## src/rtl/pc_pkg.sv

```systemverilog
// Shared defaults and the action encoding for the fetch-address unit.
// The priority order of the redirect actions is fixed in one place: decode_action().
package pc_pkg;

  localparam int DEF_ADDR_W     = 10;
  localparam int DEF_RAS_DEPTH  = 8;
  localparam int DEF_RESET_ADDR = 0;

  typedef enum logic [2:0] {
    ACT_BRANCH = 3'd0,
    ACT_CALL   = 3'd1,
    ACT_RET    = 3'd2,
    ACT_HOLD   = 3'd3,
    ACT_INC    = 3'd4
  } action_e;

  // Exactly one action is chosen each cycle. When call and ret arrive together,
  // the call wins and the ret is dropped without popping the stack.
  function automatic action_e decode_action(input logic branch, input logic call,
                                            input logic ret, input logic stall);
    if (branch)     return ACT_BRANCH;
    else if (call)  return ACT_CALL;
    else if (ret)   return ACT_RET;
    else if (stall) return ACT_HOLD;
    else            return ACT_INC;
  endfunction

endpackage

```

## src/rtl/ras_stack.sv

```systemverilog
// Circular return-address stack. When the stack is full, a push overwrites the oldest entry.
// On reset only the pointer and the count are cleared, so the entry storage keeps stale data.
module ras_stack #(
  parameter int ADDR_W = 10,
  parameter int DEPTH  = 8,
  parameter int CNT_W  = $clog2(DEPTH) + 1
) (
  input  logic              clk,
  input  logic              reset,
  input  logic              push,
  input  logic              pop,
  input  logic [ADDR_W-1:0] push_data,
  output logic [ADDR_W-1:0] top_data,
  output logic [CNT_W-1:0]  count,
  output logic              full,
  output logic              empty
);

  localparam int PTR_W = $clog2(DEPTH);

  logic [ADDR_W-1:0] mem [DEPTH];
  logic [PTR_W-1:0]  wr_ptr;
  logic [PTR_W-1:0]  top_ptr;

  // wr_ptr names the next free slot. The slot just below it holds the newest entry.
  assign top_ptr  = wr_ptr - 1'b1;
  assign top_data = mem[top_ptr];
  assign full     = (count == CNT_W'(DEPTH));
  assign empty    = (count == '0);

  always_ff @(posedge clk or posedge reset) begin
    if (reset) begin
      wr_ptr <= '0;
      count  <= '0;
    end else if (push) begin
      wr_ptr <= wr_ptr + 1'b1;
      if (!full) count <= count + 1'b1;
    end else if (pop && !empty) begin
      wr_ptr <= top_ptr;
      count  <= count - 1'b1;
    end
  end

  always_ff @(posedge clk) begin
    if (push) mem[wr_ptr] <= push_data;
  end

endmodule

```

## src/rtl/pc_ras_unit.sv

```systemverilog
// Fetch-address register with branch/call/return redirect and a return-address stack.
// Any control input takes effect on instr_address one clock after it is presented.
module pc_ras_unit
  import pc_pkg::*;
#(
  parameter int ADDR_W     = DEF_ADDR_W,
  parameter int RAS_DEPTH  = DEF_RAS_DEPTH,
  parameter int RESET_ADDR = DEF_RESET_ADDR
) (
  input  logic                         clk,
  input  logic                         reset,
  input  logic                         stall,
  input  logic                         branch,
  input  logic                         call,
  input  logic                         ret,
  input  logic [ADDR_W-1:0]            target,
  input  logic                         clr_err,
  output logic [ADDR_W-1:0]            instr_address,
  output logic [$clog2(RAS_DEPTH):0]   ras_count,
  output logic                         ras_full,
  output logic                         ras_empty,
  output logic                         ovf_err,
  output logic                         unf_err
);

  localparam int CNT_W = $clog2(RAS_DEPTH) + 1;

  action_e           action;
  logic [ADDR_W-1:0] pc_plus1;
  logic [ADDR_W-1:0] next_pc;
  logic [ADDR_W-1:0] top_data;
  logic              push;
  logic              pop;
  logic              ovf_evt;
  logic              unf_evt;

  assign action   = decode_action(branch, call, ret, stall);
  assign pc_plus1 = instr_address + 1'b1;

  always_comb begin
    next_pc = instr_address;
    push    = 1'b0;
    pop     = 1'b0;
    ovf_evt = 1'b0;
    unf_evt = 1'b0;
    case (action)
      ACT_BRANCH: next_pc = target;
      ACT_CALL: begin
        next_pc = target;
        push    = 1'b1;
        ovf_evt = ras_full;
      end
      ACT_RET: begin
        if (!ras_empty) begin
          next_pc = top_data;
          pop     = 1'b1;
        end else begin
          next_pc = pc_plus1;
          unf_evt = 1'b1;
        end
      end
      ACT_HOLD: next_pc = instr_address;
      ACT_INC:  next_pc = pc_plus1;
      default:  next_pc = instr_address;
    endcase
  end

  ras_stack #(
    .ADDR_W (ADDR_W),
    .DEPTH  (RAS_DEPTH),
    .CNT_W  (CNT_W)
  ) u_ras_stack (
    .clk       (clk),
    .reset     (reset),
    .push      (push),
    .pop       (pop),
    .push_data (pc_plus1),
    .top_data  (top_data),
    .count     (ras_count),
    .full      (ras_full),
    .empty     (ras_empty)
  );

  always_ff @(posedge clk or posedge reset) begin
    if (reset) instr_address <= ADDR_W'(RESET_ADDR);
    else       instr_address <= next_pc;
  end

  // If an error event and clr_err occur in the same cycle, the event wins and the flag stays set.
  always_ff @(posedge clk or posedge reset) begin
    if (reset) begin
      ovf_err <= 1'b0;
      unf_err <= 1'b0;
    end else begin
      if (ovf_evt)      ovf_err <= 1'b1;
      else if (clr_err) ovf_err <= 1'b0;
      if (unf_evt)      unf_err <= 1'b1;
      else if (clr_err) unf_err <= 1'b0;
    end
  end

endmodule

```

## config.mk

```make
export PLATFORM = sky130hd
export DESIGN_NAME = pc_ras_unit
export DESIGN_NICKNAME = d
export VERILOG_FILES = /design/src/rtl/pc_pkg.sv /design/src/rtl/ras_stack.sv /design/src/rtl/pc_ras_unit.sv
export SDC_FILE = /design/constraint.sdc
export NUM_CORES = 1
export LEC_CHECK = 0
export BUFFER_PORTS_ARGS = -buffer_cell sky130_fd_sc_hd__buf_2
export CELL_PAD_IN_SITES_DETAIL_PLACEMENT = 1
export CELL_PAD_IN_SITES_GLOBAL_PLACEMENT = 1
export CORE_ASPECT_RATIO = 0.9
export CORE_MARGIN = 4
export CORE_UTILIZATION = 50
export DETAILED_ROUTE_END_ITERATION = 6
export PLACE_DENSITY = 0.87
export SLEW_MARGIN = 20
export SYNTH_ARGS = -nofsm -noshare
export SYNTH_HDL_FRONTEND = slang
export SYNTH_SLANG_ARGS = --single-unit
```

## constraint.sdc

```tcl
create_clock -name clk -period 3.1 [get_ports clk]
set_input_delay 0.93 -clock clk [delete_from_list [all_inputs] [get_ports clk]]
set_output_delay 0.93 -clock clk [all_outputs]
set_load 0.01 [all_outputs]
```

==> tab_implementation.tex <==
\begin{tabular}{lr}
\hline
Metric & Value \\
\hline
\multicolumn{2}{l}{\textbf{Place}} \\
\quad HPWL after DPL & 7.59 mm \\
\quad Cell area after placement & 0.00473 mm\^{}2 \\
\quad Weighted congestion at the end of routability-driven global placement & 0.802 \\
\quad Buffers added on ports & 34 \\
\quad Placed cell count & 421 \\
\multicolumn{2}{l}{\textbf{Timing}} \\
\quad Final number of max-transition violations & 0 \\
\quad Tightest slew margin relative to the limit & 45.8\% \\
\quad Tmin final & 2.67 ns \\
\quad Measured slew at the worst slew-check pin & 0.813 ns \\
\quad Setup TNS Final & 0 ns \\
\quad Worst clock skew & 0.0101 ns \\
\quad Achievable Freq & 375 MHz \\
\quad Final hold violation count & 0 \\
\quad Setup Viol. Count Final & 0 \\
\quad Post-route clock period utilization & 86.0\% \\
\quad RSZ-0062 raised after global routing & false \\
\multicolumn{2}{l}{\textbf{Synth}} \\
\quad Share of synthesized registers carrying an async set or reset & 19.2\% \\
\quad FF+latch count, synth & 99 \\
\quad Number of synthesized flops with an enable pin & 80 \\
\quad Top area cells in the synthesized netlist & sky130\_fd\_sc\_hd\_\_edfxtp\_1, sky130\_fd\_sc\_hd\_\_dfrtp\_1, sky130\_fd\_sc\_hd\_\_mux4\_2, sky130\_fd\_sc\_hd\_\_mux2i\_1, sky130\_fd\_sc\_hd\_\_ha\_1 \\
\quad Share of Yosys cell area claimed by the top area cell type & 55.5\% \\
\quad Fraction of the yosys area taken by sequential cells & 66.4\% \\
\quad Commonest register cell after synthesis & sky130\_fd\_sc\_hd\_\_edfxtp\_1 \\
\quad Post-Synthesis Mean Instance Area & 16.4 um\^{}2 \\
\quad Number of warnings issued by yosys & 0 \\
\quad Number of distinct library cells after synthesis & 46 \\
\quad Biggest area consumer among synthesized cells & sky130\_fd\_sc\_hd\_\_edfxtp\_1 \\
\quad Net count after synthesis & 286 \\
\quad Cells after Synth & 264 \\
\quad Mapped Area & 0.00433 mm\^{}2 \\
\multicolumn{2}{l}{\textbf{Clock network}} \\
\quad Source-to-sink clock delay at the later pin of the worst-skew pair & 0.37 ns \\
\quad CTS Root Buffer Type & sky130\_fd\_sc\_hd\_\_clkbuf\_8 \\
\quad TritonCTS sink count & 99 \\
\quad Largest buffer count on any clock path & 2 \\
\quad Number of buffers created by CTS & 9 \\
\quad Clock transition at the registers of the reported paths & 0.10 ns \\
\quad Max H-tree Level & 3 \\
\quad Count of hold-fix buffers inserted at cts & 0 \\
\quad Post-CTS setup-driven buffer insertion count & 0 \\
\quad Clock tree from TritonCTS & yes \\
\quad Resize count post-CTS & 0 \\
\multicolumn{2}{l}{\textbf{Worst setup path}} \\
\quad CP Max Fanout & 8 \\
\quad Critical path capture point type & output port \\
\quad Worst setup path category & reg -> out \\
\quad Data arrival time of the worst path & 1.74 ns \\
\quad Element type at the critical path start & register \\
\quad Required time at the endpoint of the critical path & 2.17 ns \\
\multicolumn{2}{l}{\textbf{Worst hold path}} \\
\quad Path class of the lowest-slack min-delay path & reg -> reg \\
\multicolumn{2}{l}{\textbf{Drt}} \\
\quad Final routed DRC violation total & 0 \\
\quad Via density per instance & 6.01 \\
\quad Post-detailed-routing wire length & 10.8 mm \\
\quad Detail-routed net length per standard cell & 24.6 um \\
\quad Routed vias & 2627 \\
\quad Remaining number of nets flagged by the antenna check after routing & 0 \\
\quad First-pass detailed-route iteration total & 4 \\
\quad 1st-iter DRT viols & 198 \\
\multicolumn{2}{l}{\textbf{Cells and area}} \\
\quad Final antenna diode count & 0 \\
\quad Commonest cells after routing, fill and taps aside & sky130\_fd\_sc\_hd\_\_edfxtp\_1, sky130\_fd\_sc\_hd\_\_buf\_2, sky130\_fd\_sc\_hd\_\_mux4\_2, sky130\_fd\_sc\_hd\_\_buf\_4, sky130\_fd\_sc\_hd\_\_dfrtp\_1 \\
\quad Number of nets in the layout & 339 \\
\quad Final standard cell count with taps included and fillers excluded & 437 \\
\quad P\&R area growth vs syn & 13.6\% \\
\quad Most common cell after layout, fill and taps aside & sky130\_fd\_sc\_hd\_\_edfxtp\_1 \\
\quad Cell area after layout & 0.00492 mm\^{}2 \\
\quad Fraction of final layout cells sized beyond drive strength 1 & 32.3\% \\
\multicolumn{2}{l}{\textbf{Floorplan}} \\
\quad Die footprint & 0.0102 mm\^{}2 \\
\quad Core Region & 0.00822 mm\^{}2 \\
\quad Y dimension of the die & 96.3 um \\
\quad Starting utilization of the core area & 52.7\% \\
\quad I/O pin count & 35 \\
\quad Width of the chip & 106 um \\
\quad Site Rows & 31 \\
\multicolumn{2}{l}{\textbf{GRT}} \\
\quad Initial antenna violation count & 0 \\
\quad Largest net degree at the start of global routing & 28 \\
\quad Wire length of the first global-routing pass & 16.6 mm \\
\quad GRT Resource Usage Total & 22.6\% \\
\quad Number of global-route vias before repair & 2842 \\
\quad Grt ovf & 0 \\
\multicolumn{2}{l}{\textbf{Power}} \\
\quad P\_int & 0.00272 W \\
\quad Logic gate share of total power & 37.4\% \\
\quad LEAKAGE & 1.77 nW \\
\quad Switching power & 0.00145 W \\
\quad Ratio of total power to cell area & 848 mW/mm\^{}2 \\
\quad Worst ir drop on vdd & 0.000322 V \\
\quad Switching fraction of total power & 34.8\% \\
\quad Clock share of power & 18.9\% \\
\quad Sequential Power Share & 43.8\% \\
\multicolumn{2}{l}{\textbf{Job}} \\
\quad Max-cap violation count & 0 \\
\multicolumn{2}{l}{\textbf{Run status}} \\
\quad Status & complete, no violations \\
\hline
\end{tabular}
[routing by layer]
metal,wire length (um),global-route usage [%]
met3,565,5.57
met5,0,0
met4,239,10.2
met1,4400,28.6
met2,5540,37.6
[metrics by stage]
stage	setup slack, ns	total power [W]	hold slack, ns	utilization, %
finish	0.434	0.00417	0.579	59.8
global route	0.377	0.00439	0.595	59.8
CTS	0.427	0.00420	0.574	59.8
detailed placement	0.656	0.00342	0.563	57.6
global placement	0.730	0.00332	0.509	57.6
floorplan	0.368	0.00295	0.549	-
[synth_stat cells, types with 5 or more instances]
| cell type | number |
|---|---|
| sky130_fd_sc_hd__mux2i_1 | 7 |
| sky130_fd_sc_hd__a31oi_1 | 5 |
| sky130_fd_sc_hd__nor3_1 | 8 |
| sky130_fd_sc_hd__mux4_2 | 20 |
| sky130_fd_sc_hd__o21ai_0 | 5 |
| sky130_fd_sc_hd__inv_1 | 9 |
| sky130_fd_sc_hd__ha_1 | 5 |
| sky130_fd_sc_hd__nor2_1 | 12 |
| sky130_fd_sc_hd__dfrtp_1 | 19 |
| sky130_fd_sc_hd__nand2_1 | 12 |
| sky130_fd_sc_hd__xnor2_1 | 7 |
| sky130_fd_sc_hd__nand3_1 | 8 |
| sky130_fd_sc_hd__edfxtp_1 | 80 |
[final timing paths]
kind / to / from / slack [ns] / cells past startpoint
max: ras_empty / u_ras_stack.count[0]$_DFFE_PP0P_ / 0.43 / 3
min: ovf_err$_DFFE_PP0P_ / ovf_err$_DFFE_PP0P_ / 0.58 / 2
max reg2reg: instr_address[7]$_DFFE_PP0P_ / u_ras_stack.wr_ptr[1]$_DFFE_PP0P_ / 0.71 / 7
min reg2reg: ovf_err$_DFFE_PP0P_ / ovf_err$_DFFE_PP0P_ / 0.58 / 2
max in group asynchronous: u_ras_stack.count[1]$_DFFE_PP0P_ / reset / 1.90 / 2
min in group asynchronous: ovf_err$_DFFE_PP0P_ / reset / 0.69 / 2
[critical path: stages, from the launching register on]
cell and delay (ns):
sky130_fd_sc_hd__dfrtp_1 0.50, sky130_fd_sc_hd__or4_4 0.60, sky130_fd_sc_hd__inv_1 0.11, sky130_fd_sc_hd__buf_2 0.15
[cell families after synthesis]
group	count (synthesis)	share of synthesized area, %
adder cells (fa/ha/maj)	5	1.44
buffers and inverters	22	2.60
AND/OR/NAND/NOR	56	6.67
AO/OA/AOI/OAI	37	6.41
XOR/XNOR	12	2.86
flip-flops	99	66.4
multiplexers	33	13.6
[state kept, by name, indices dropped and copies added, names as in the netlist]
signal and cells:
unf_err 1, u_ras_stack.count 4, ovf_err 1, instr_address 10, u_ras_stack.wr_ptr 3, u_ras_stack.mem 80
[power groups by stage]
| stage | Clock, W | Combinational, W | Sequential, W |
|---|---|---|---|
| global route | 0.000856 | 0.00169 | 0.00185 |
| global placement | 0 | 0.00149 | 0.00183 |
| floorplan | 0 | 0.00115 | 0.00180 |
| CTS | 0.000803 | 0.00158 | 0.00182 |
| detailed placement | 0 | 0.00157 | 0.00185 |
| finish | 0.000787 | 0.00156 | 0.00183 |
[area by class of cell]
cell class	count	area (um^2)
multi-input cells	143	1360
well taps	115	144
repair buffers	54	320
clock inverters	6	48.8
flip-flops and latches	99	2880
fillers	801	3300
inverters	10	37.5
clock buffers	10	138
Note: power is estimated with default switching activity, not from simulation.
